## config.mk

```make
export PLATFORM = sky130hd
export DESIGN_NAME = e203_itcm_ram_ctrl
export DESIGN_NICKNAME = d
export VERILOG_FILES = /design/src/rtl/e203_itcm_ram_ctrl.sv
export SDC_FILE = /design/constraint.sdc
export NUM_CORES = 1
export LEC_CHECK = 0
export ABC_AREA = 1
export ABC_CLOCK_PERIOD_IN_PS = 1300
export BUFFER_PORTS_ARGS = -buffer_cell sky130_fd_sc_hd__buf_2
export CORE_AREA = 2 2 122 124
export DETAILED_ROUTE_END_ITERATION = 8
export DIE_AREA = 0 0 124 126
export PLACE_DENSITY = 0.64
export SETUP_SLACK_MARGIN = 0.05
export SYNTH_ARGS = -nofsm -noshare
export SYNTH_HDL_FRONTEND = slang
export SYNTH_SLANG_ARGS = --single-unit
export TNS_END_PERCENT = 10
```

## constraint.sdc

```tcl
create_clock -name clk -period 1.3 [get_ports clk]
set_clock_uncertainty 0.05 [all_clocks]
set_input_delay 0.065 -clock clk [delete_from_list [all_inputs] [get_ports clk]]
set_output_delay 0.065 -clock clk [all_outputs]
set_load 0.05 [all_outputs]
```

## src/rtl/e203_itcm_ram_ctrl.sv

```systemverilog
// ---------------------------------------------------------------------------
// e203_itcm_ram_ctrl
//
// Bridges a single-outstanding ICB command/response channel onto a
// single-port synchronous RAM. Each accepted command is issued to the RAM in
// the same cycle. Its response is presented in the following cycle. An idle
// counter parks the RAM in light sleep after IDLE_LS_CYC quiet cycles. A new
// command wakes it through a one-cycle WAKE state.
//
// Ports
//   clk, rst_n                 clock, synchronous active-low reset
//   icb_cmd_valid/ready        command handshake
//   icb_cmd_read/addr/wdata/wmask  command payload (word address, byte mask)
//   icb_rsp_valid/ready        response handshake
//   icb_rsp_rdata              read data (0 on write responses)
//   ram_cs/we/addr/wem/din     combinational RAM access port
//   ram_dout                   RAM read data, valid the cycle after a read
//   ram_ls                     light sleep request; ram_ds/ram_sd tied low
// ---------------------------------------------------------------------------
module e203_itcm_ram_ctrl #(
  parameter int AW          = 13,
  parameter int DW          = 64,
  parameter int MW          = 8,
  parameter int IDLE_LS_CYC = 16
) (
  input  logic          clk,
  input  logic          rst_n,
  input  logic          icb_cmd_valid,
  output logic          icb_cmd_ready,
  input  logic          icb_cmd_read,
  input  logic [AW-1:0] icb_cmd_addr,
  input  logic [DW-1:0] icb_cmd_wdata,
  input  logic [MW-1:0] icb_cmd_wmask,
  output logic          icb_rsp_valid,
  input  logic          icb_rsp_ready,
  output logic [DW-1:0] icb_rsp_rdata,
  output logic          ram_cs,
  output logic          ram_we,
  output logic [AW-1:0] ram_addr,
  output logic [MW-1:0] ram_wem,
  output logic [DW-1:0] ram_din,
  input  logic [DW-1:0] ram_dout,
  output logic          ram_ls,
  output logic          ram_ds,
  output logic          ram_sd
);

  typedef enum logic [1:0] {ST_RUN, ST_SLEEP, ST_WAKE} state_e;

  localparam logic [7:0] IDLE_MAX = 8'(IDLE_LS_CYC);

  state_e        state_q, state_d;
  logic [7:0]    idle_cnt_q, idle_cnt_d;
  logic          rsp_valid_q, rsp_valid_d;
  logic          rsp_is_read_q, rsp_is_read_d;
  // High in the first cycle a response is presented, when ram_dout still
  // carries the data of the access that produced it.
  logic          rsp_first_q, rsp_first_d;
  logic [DW-1:0] hold_q, hold_d;
  logic          cmd_accept;

  // Ready is forced high while in reset. Any handshake seen then is
  // discarded by the reset branch of the state register.
  assign icb_cmd_ready = ~rst_n |
                         ((state_q == ST_RUN) & (~rsp_valid_q | icb_rsp_ready));
  assign cmd_accept    = icb_cmd_valid & icb_cmd_ready;

  assign ram_cs   = cmd_accept;
  assign ram_we   = cmd_accept & ~icb_cmd_read;
  assign ram_addr = icb_cmd_addr;
  assign ram_din  = icb_cmd_wdata;
  assign ram_wem  = icb_cmd_read ? '0 : icb_cmd_wmask;

  assign ram_ls = (state_q == ST_SLEEP);
  assign ram_ds = 1'b0;
  assign ram_sd = 1'b0;

  assign icb_rsp_valid = rsp_valid_q;
  // The first response cycle bypasses the RAM output. Later cycles of a
  // stalled response use the captured copy because ram_dout may move on.
  assign icb_rsp_rdata = ~rsp_is_read_q ? '0 : (rsp_first_q ? ram_dout : hold_q);

  always_comb begin
    state_d       = state_q;
    idle_cnt_d    = idle_cnt_q;
    rsp_valid_d   = rsp_valid_q;
    rsp_is_read_d = rsp_is_read_q;
    rsp_first_d   = 1'b0;
    hold_d        = hold_q;

    // A new accept wins over a simultaneous drain, so back-to-back accesses
    // keep rsp_valid high.
    if (cmd_accept) begin
      rsp_valid_d   = 1'b1;
      rsp_is_read_d = icb_cmd_read;
      rsp_first_d   = 1'b1;
    end else if (icb_rsp_ready) begin
      rsp_valid_d = 1'b0;
    end

    if (rsp_valid_q & rsp_first_q & rsp_is_read_q & ~icb_rsp_ready) begin
      hold_d = ram_dout;
    end

    unique case (state_q)
      ST_RUN: begin
        if (cmd_accept | rsp_valid_q) begin
          idle_cnt_d = '0;
        end else if (idle_cnt_q < IDLE_MAX) begin
          idle_cnt_d = idle_cnt_q + 8'd1;
        end
        // The counter can only sit at IDLE_MAX with no response pending.
        if ((idle_cnt_q == IDLE_MAX) & ~icb_cmd_valid) begin
          state_d = ST_SLEEP;
        end
      end
      ST_SLEEP: begin
        idle_cnt_d = '0;
        if (icb_cmd_valid) state_d = ST_WAKE;
      end
      ST_WAKE: begin
        idle_cnt_d = '0;
        state_d    = ST_RUN;
      end
      default: begin
        idle_cnt_d = '0;
        state_d    = ST_RUN;
      end
    endcase
  end

  always_ff @(posedge clk) begin
    if (!rst_n) begin
      state_q       <= ST_RUN;
      idle_cnt_q    <= '0;
      rsp_valid_q   <= 1'b0;
      rsp_is_read_q <= 1'b0;
      rsp_first_q   <= 1'b0;
      hold_q        <= '0;
    end else begin
      state_q       <= state_d;
      idle_cnt_q    <= idle_cnt_d;
      rsp_valid_q   <= rsp_valid_d;
      rsp_is_read_q <= rsp_is_read_d;
      rsp_first_q   <= rsp_first_d;
      hold_q        <= hold_d;
    end
  end

endmodule

```

==> results.txt, run 1 <==
* Status: finished, violations left
* Failing checks: setup timing
- Cell breakdown of the critical path: buf_12, o21ai_0, nor2_1, buf_6
- Reg-to-reg slack, setup: -0.04 ns
- Top-area cell type share of the netlist area: 0.3516
- The number of placed instances, taps included, is between 900 and 1000.
* Post-synthesis sequential area ratio: 0.3516
* Number of nets at the end of the flow: 954
- Summed over all instances, the cell type with the most area after synthesis is dfxtp_1.
- The die covers 15620 µm².
- Largest fanout on the critical path: 35
- Worst Path Class, Setup: reg2out
* Placed wire-length estimate after detailed placement: 7.769 mm
* Number of flip-flops and latches in the synthesized netlist: a little under 80
- P_int: 4219 µW
- Startpoint type of the worst setup path: flop
- Final Hold Vio Count: 0
- The endpoint identified for the worst register-to-register timing path is hold_q[21]$_SDFFE_PN0P_.
- Starting utilization of the core area: 0.3063
- Pins Over Slew Limit: 0
* Post-synthesis instance total: 671
* Mean routed wirelength per cell: 12.99 µm
- Setup violations remaining at the end of the flow were counted as 73.
- Number of antenna violations at the first check in global routing: 0
- Arrival time at the worst endpoint: about 1.4 ns
- 0 antenna diodes ended up in the layout.
- Post-route setup slack: -0.1844 ns
* Unrepaired setup endpoints after global routing: yes
* Final clock period utilization by the worst path: 1.142
* Clock group share of total power: 0.378
- Required @ worst endpoint: 1.19 ns
* Total gr overflow: 0
- Number of clock sinks: 77
- Power spread over the standard cell area amounts to 923.7 nW/µm².
- During I/O placement, the number of pins put on the boundary was 310.
* Clock slew at reported path FFs: 0.06 ns
* H-tree Lvls: 3
- CTS tree: done
- Count of maximum capacitance violations: 0
* Number of rows in the core area: 44
- STA classifies the critical path endpoint as an output port.
- Using the TritonRoute via totals, the vias-per-cell ratio works out to approximately 4.6.
* Power consumption: 5883 µW
- The library cell used most frequently in the layout, excluding fill and tap cells, is nor2_1.
* Switching share of power: 0.2828
- Post-route worst hold slack: around 0.025 ns
- In this run, CTS created clock tree buffers numbering 9.
- Vias in the first global route: about 4500
- Of the total power, combinational logic draws 0.213.
- Of the total power, registers draw 0.410.
- The total area inside the core boundary comes to 14310 µm².
- In this run the static leakage power is 0.002745 µW.
- Drt drc: 0
* Maximum count of clock buffers along a single path: 2
* Post-synthesis area per instance: between 6 and 7 µm²
- Weighted congestion at the end of routability-driven global placement: a little under 0.8
- The die is 126 µm tall.
- Maximum frequency from static timing analysis: ~670 MHz
* Pin count of the biggest net entering global routing: 38
- The final layout contains routed wiring with a total length of 12.80 mm.
- Biggest area contributors in the synthesized netlist: dfxtp_1, nor2_1, buf_4, o21ai_0, o21ai_1
- Number of distinct library cells after synthesis: 21
* Synth warn: 0
* Critical path launch point: rsp_first_q$_SDFF_PN0_
- The pre-antenna-repair detailed-routing pass consisted of 4 iterations.
* Critical register-to-register path startpoint: rsp_first_q$_SDFF_PN0_
- The tree is rooted in a clkbuf_16.
- Netlist area before placement: 4384 µm²
* Library cell contributing the largest single delay on the critical path: dfxtp_4
* Routed via count: 4513
- Kind of path behind the tightest hold check: in2reg
- In this run the worst setup path terminates at icb_rsp_rdata[0].
* Final core occ: 0.4449
- The count of cells in the finished layout, fillers not included, comes to 985.
* Clock insertion delay at the later pin of the skew report: 0.33 ns
- Stage delay of the slowest cell on the critical path: roughly 0.40 ns
* Final Critical Period: approximately 1.5 ns
- The first global-routing pass estimated 20.59 mm of wire.
- Number of input and output port buffers inserted: 153
- Commonest cells after routing, fill and taps aside: nor2_1, buf_2, o21ai_1
- For the worst flop-to-flop path, the logic depth is 4.
- DIE WIDTH: between 100 and 150 µm
- Detailed Route Iter0 Violations: 210
* Layout Area Growth over Synthesis: 45.26%
- VDD sags by at most between 0.4 and 0.5 mV.
- In the final layout, the share of cells above drive strength 1 is 0.3246.
* Post-detailed-route count of antenna-violating nets: 0
- In this run the power spent charging and discharging nets is 1664 µW.
- In the global route stage, overall resource usage came out at 0.1666.
-- cells by family after synthesis --
logic type      synth area share
simple gates              0.2691
fa+ha+maj               0.005707
flops                     0.3516
other cells            0.0008553
compound gates            0.1541
buf+inv                   0.2186
-- timing repair --
action,CTS,global route
endpoints found under the hold margin,64,0
gates cloned,1,0
gates resized for setup,160,10
buffers inserted,0,0
hold buffers,64,0
pin swaps,2,2
endpoints found under the setup margin,132,131
-- worst min-delay path by stage --
stage               startpoint                          to  depth (start not counted)
2_1_floorplan            rst_n               icb_cmd_ready                          1
3_3_place_gp   icb_cmd_addr[4]                 ram_addr[4]                          0
4_1_cts          icb_rsp_ready  icb_rsp_valid$_SDFFE_PN0P_                          4
6_report         icb_rsp_ready  icb_rsp_valid$_SDFFE_PN0P_                          4
3_5_place_dp   icb_cmd_addr[4]                 ram_addr[4]                          0
5_1_grt          icb_cmd_valid  icb_rsp_valid$_SDFFE_PN0P_                          3
-- synthesized netlist by cell type --
| master | n |
|---|---|
| buf_2 | 7 |
| buf_6 | 12 |
| ha_1 | 2 |
| o21ai_0 | 68 |
| nand2_1 | 23 |
| conb_1 | 1 |
| clkbuf_1 | 15 |
| inv_1 | 25 |
| dfxtp_1 | 77 |
| nand3_1 | 4 |
| nor2_1 | 276 |
| clkbuf_2 | 6 |
| nor4_1 | 1 |
| buf_4 | 80 |
| inv_2 | 2 |
| nand4_1 | 2 |
| o21ai_1 | 60 |
| and2_1 | 1 |
| and3_1 | 1 |
| a21oi_1 | 7 |
| nand2_2 | 1 |
-- routing by layer --
metal  track usage  vias up  part of all wire
met2        0.2812      159              0.48
met4        0.1084        0             0.056
li1              -     2283                 -
met1        0.1797     2009              0.41
met3       0.04755       62             0.061
met5             0        -                 0
-- area by class of cell --
type / instances / area (µm²)
timing repair buffer: 235 / 2102
fill: 1412 / 7945
tap: 184 / 230.2
sequential: 77 / 1551
clock inverter: 2 / 12.51
multi-input combinational: 448 / 2112
inverter: 27 / 113.9
clock buffer: 12 / 246.5
-- power by group through the flow --
stage	registers, µW	clock network [µW]	logic [µW]
6_report	2410	2220	1250
3_5_place_dp	2460	0	966
4_1_cts	2410	2320	1240
2_1_floorplan	2460	0	1280
3_3_place_gp	2460	0	965
5_1_grt	2410	2420	1350
-- sequential cells by signal, indices dropped and copies added, names as in the netlist --
name and flops:
rsp_is_read_q 1, icb_rsp_valid 1, idle_cnt_q 8, rsp_first_q 1, hold_q 64, state_q 2
-- worst max-delay path, delay by kind of cell, from the launching register on --
| kind | cells | cell delay [ns] |
|---|---|---|
| flip-flops | 1 | 0.40 |
| AO/OA/AOI/OAI | 1 | 0.10 |
| AND/OR/NAND/NOR | 1 | 0.15 |
| buffers and inverters | 2 | 0.37 |
-- metrics by stage --
stage	setup WS, ns	TNS [ns]	cell area, µm²
after floorplan	-0.08854	-3.877	4592
after global placement	0.03285	0	4947
after detailed placement	-0.03611	-0.05699	4947
after CTS	-0.2073	-11.12	6357
after global routing	-0.2807	-19.89	6369
final	-0.1844	-9.590	6369
No activity file was read; power rests on OpenSTA's default activity.
==> inputs of run 2 (changes only) <==
--- a/config.mk
+++ b/config.mk
@@ -11,7 +11,6 @@
 export CORE_AREA = 2 2 122 124
 export DETAILED_ROUTE_END_ITERATION = 8
 export DIE_AREA = 0 0 124 126
-export PLACE_DENSITY = 0.64
 export SETUP_SLACK_MARGIN = 0.05
 export SYNTH_ARGS = -nofsm -noshare
 export SYNTH_HDL_FRONTEND = slang
==> run 2 against run 1 <==
Effect of this change:
- the run ends with hold timing, setup timing left
- combinational power rose by 7%
- sequential share of layout area fell by 1.1 points
- first-iteration DRC count rose by 1.9%
- core utilization rose by 2.3 points
- non-clock buffer count rose by 11
- cell area rose by 5.1%
- clock power rose by 23%
- register-to-register slack got worse by 0.13 ns
- global-route usage rose by 0.50 points
- final cell count rose by 1.3%
- critical path type unchanged
- highest routed layer unchanged
==> results.txt, run 2 (synthesized netlist as in run 1, its figures left out) <==
- Post-detailed-route count of antenna-violating nets: 0
- Power spread over the standard cell area amounts to 969.6 nW/µm².
* Number of iterations in the first detailed-routing pass: 4
- Summing all placed instances gives a cell area of 4977 µm².
- Critical register-to-register path startpoint: rsp_first_q$_SDFF_PN0_
- Counting along the longest clock path gives a buffer depth of 2.
- Cell count of the worst hold path: 4
- Vias in the first global route: 4315
- Routed vias/inst: ~4.6
* Final Hold Vio Count: 1
- Post-route setup slack: -0.2380 ns
- The library cells used most frequently in the layout, excluding fill and tap cells, are nor2_1, buf_2, o21ai_1.
* CTS tree: done
* DIE AREA: around 16000 µm²
- At the end of routability-driven placement, the weighted congestion stood at 0.7479.
- Arrival time at the worst endpoint: 1.42 ns
- The register with the most flip-flops in the layout has 64 of them.
* H-tree Lvls: 3
* Ant. Diodes: 0
* Static leakage: 0.002859 µW
* Required @ worst endpoint: 1.19 ns
- Setup repair after global routing could not meet its margin everywhere.
- Die extent in y: ~130 µm
- Kind of path behind the tightest hold check: in2reg
- For this run, the top clock speed supported by timing is 650.2 MHz.
- Core region area: 14310 µm²
* Register with the most flip-flops: hold_q
- Reg-to-reg slack, setup: -0.17 ns
* Number of nets at the end of the flow: between 900 and 1000
* Number of primary I/O pins: 310
- The number of pins exceeding their max-slew limit in the final report came to 0.
- Pin count of the biggest net entering global routing: 43
- After clock tree synthesis, the clock-pin slew on the worst setup and hold paths is 0.06 ns.
- The number of cells on the worst reg-to-reg path is 7.
- After detailed routing, the average wire length per cell comes to 13.55 µm.
- Setup violations remaining at the end of the flow were counted as 131.
* Worst Path Class, Setup: reg2out
- Post-route worst hold slack: -0.01091 ns
- The run finished, with violations left.
- Share of cells above drive strength 1: 0.3612
- All-layer global routing usage: 0.1716
- Startpoint type of the worst setup path: flop
- The count of cells in the finished layout, fillers not included, comes to ~1000.
- Worst r2r dst: hold_q[34]$_SDFFE_PN0P_
- After global routing the overflow that remains totals 0.
- During placement, the flow inserted port buffers numbering 153.
- Final Critical Period: between 1.5 and 2 ns
- The tree is rooted in a clkbuf_16.
* Layout Area Growth over Synthesis: 52.65%
* Number of clock sinks: 77
- Crit path capture type: output port
* Number of rows in the core area: 44
- Starting utilization of the core area: 0.3063
- In the routed design, unresolved DRC markers number 0.
- Hold endpoint: icb_rsp_valid$_SDFFE_PN0P_
- In this run the worst path has a maximum fanout of 7.
- In this run the horizontal extent of the chip is 124 µm.
- The number of antenna violations at the first check in global routing came to 0.
* Total routed wirelength: 13.53 mm
- Wire length of the first global-routing pass: 20.98 mm
* Area of all placed cells without fillers: between 6000 and 7000 µm²
- Number of buffers added by the clock tree synthesis step: 9
- After detailed placement, the design holds a cell count of 910.
- Count of maximum capacitance violations: 0
- Most common library cell in the layout ignoring fill and taps: nor2_1
* Clock insertion delay at the later pin of the skew report: between 0.3 and 0.4 ns
* Final clock period utilization by the worst path: 1.183
- Summing over every cut layer, the via total after detailed routing is 4582.
- The checks that failed: hold timing, setup timing.
* Detailed Route Iter0 Violations: 214
- The HPWL after detailed placement is 7.857 mm.
- Hold repair after CTS inserted 64 buffers.
- Hold Crit Start: icb_rsp_ready
- Max rail drop VDD: 0.6615 mV
- The largest registers in the layout are hold_q (64), idle_cnt_q (8), state_q (2).
[run 2: cell count changes in the layout (fill, tap and decap cells not counted), sizes merged]
cell,before,now
buf,171,180
bufinv,0,2
clkinv,1,3
[run 2: report_power, final]
part           switching (µW)  total, µW  internal, µW  leakage [µW]
Combinational             771       1340           572       0.00208
Sequential               27.6       2410          2380      0.000624
Clock                    1000       2730          1730      0.000158
Total                    1800       6490          4690       0.00286
[run 2: worst max-delay path, cell delays in order, from the launching register on]
cell,delay [ns]
dfxtp_4,0.39
inv_8,0.12
buf_12,0.12
buf_16,0.11
nor2_2,0.04
nor2_2,0.12
buf_6,0.18
[run 2: stage by stage]
| step | setup slack, ns | setup TNS [ns] | utilization | total power [µW] |
|---|---|---|---|---|
| finish | -0.2380 | -19.81 | 0.4676 | 6489 |
| global route | -0.3020 | -31.91 | 0.4676 | 6811 |
| CTS | -0.2391 | -23.02 | 0.4620 | 6557 |
| detailed placement | -0.1167 | -6.119 | 0.3477 | 3438 |
| global placement | -0.05353 | -2.431 | 0.3477 | 3436 |
| floorplan | -0.08854 | -3.877 | - | 3741 |
[run 2: worst max-delay path by stage]
stage / from / end / slack, ns
after floorplan: icb_rsp_valid$_SDFFE_PN0P_ / rsp_first_q$_SDFF_PN0_ / -0.09
after global placement: rsp_first_q$_SDFF_PN0_ / hold_q[44]$_SDFFE_PN0P_ / -0.05
after detailed placement: rsp_first_q$_SDFF_PN0_ / hold_q[11]$_SDFFE_PN0P_ / -0.12
after CTS: rsp_first_q$_SDFF_PN0_ / icb_rsp_rdata[49] / -0.24
after global routing: rsp_first_q$_SDFF_PN0_ / icb_rsp_rdata[21] / -0.30
final: rsp_first_q$_SDFF_PN0_ / icb_rsp_rdata[59] / -0.24
[run 2: area by class of cell]
class                   count  area, µm²
clock buffers              10      239.0
clock inverters             6      86.33
fillers                  1417       7621
inverters                  27      118.9
multi-input cells         448       2171
flip-flops and latches     77       1555
well taps                 184      230.2
repair buffers            246       2292
[run 2: per-layer routing]
| layer | track usage | vias up | part of all wire |
|---|---|---|---|
| met2 | 0.2805 | 191 | 0.47 |
| met5 | 0 | - | 0 |
| met1 | 0.1944 | 2011 | 0.41 |
| li1 | - | 2311 | - |
| met3 | 0.04438 | 69 | 0.066 |
| met4 | 0.1150 | 0 | 0.048 |
[run 2: what timing repair did]
item / in CTS / in global routing
setup endpoints to repair: 133 / 132
gates resized for setup: 185 / 15
pin swaps: 14 / 2
setup buffers: 3 / 0
endpoints found under the hold margin: 65 / 1
gates cloned: 3 / 2
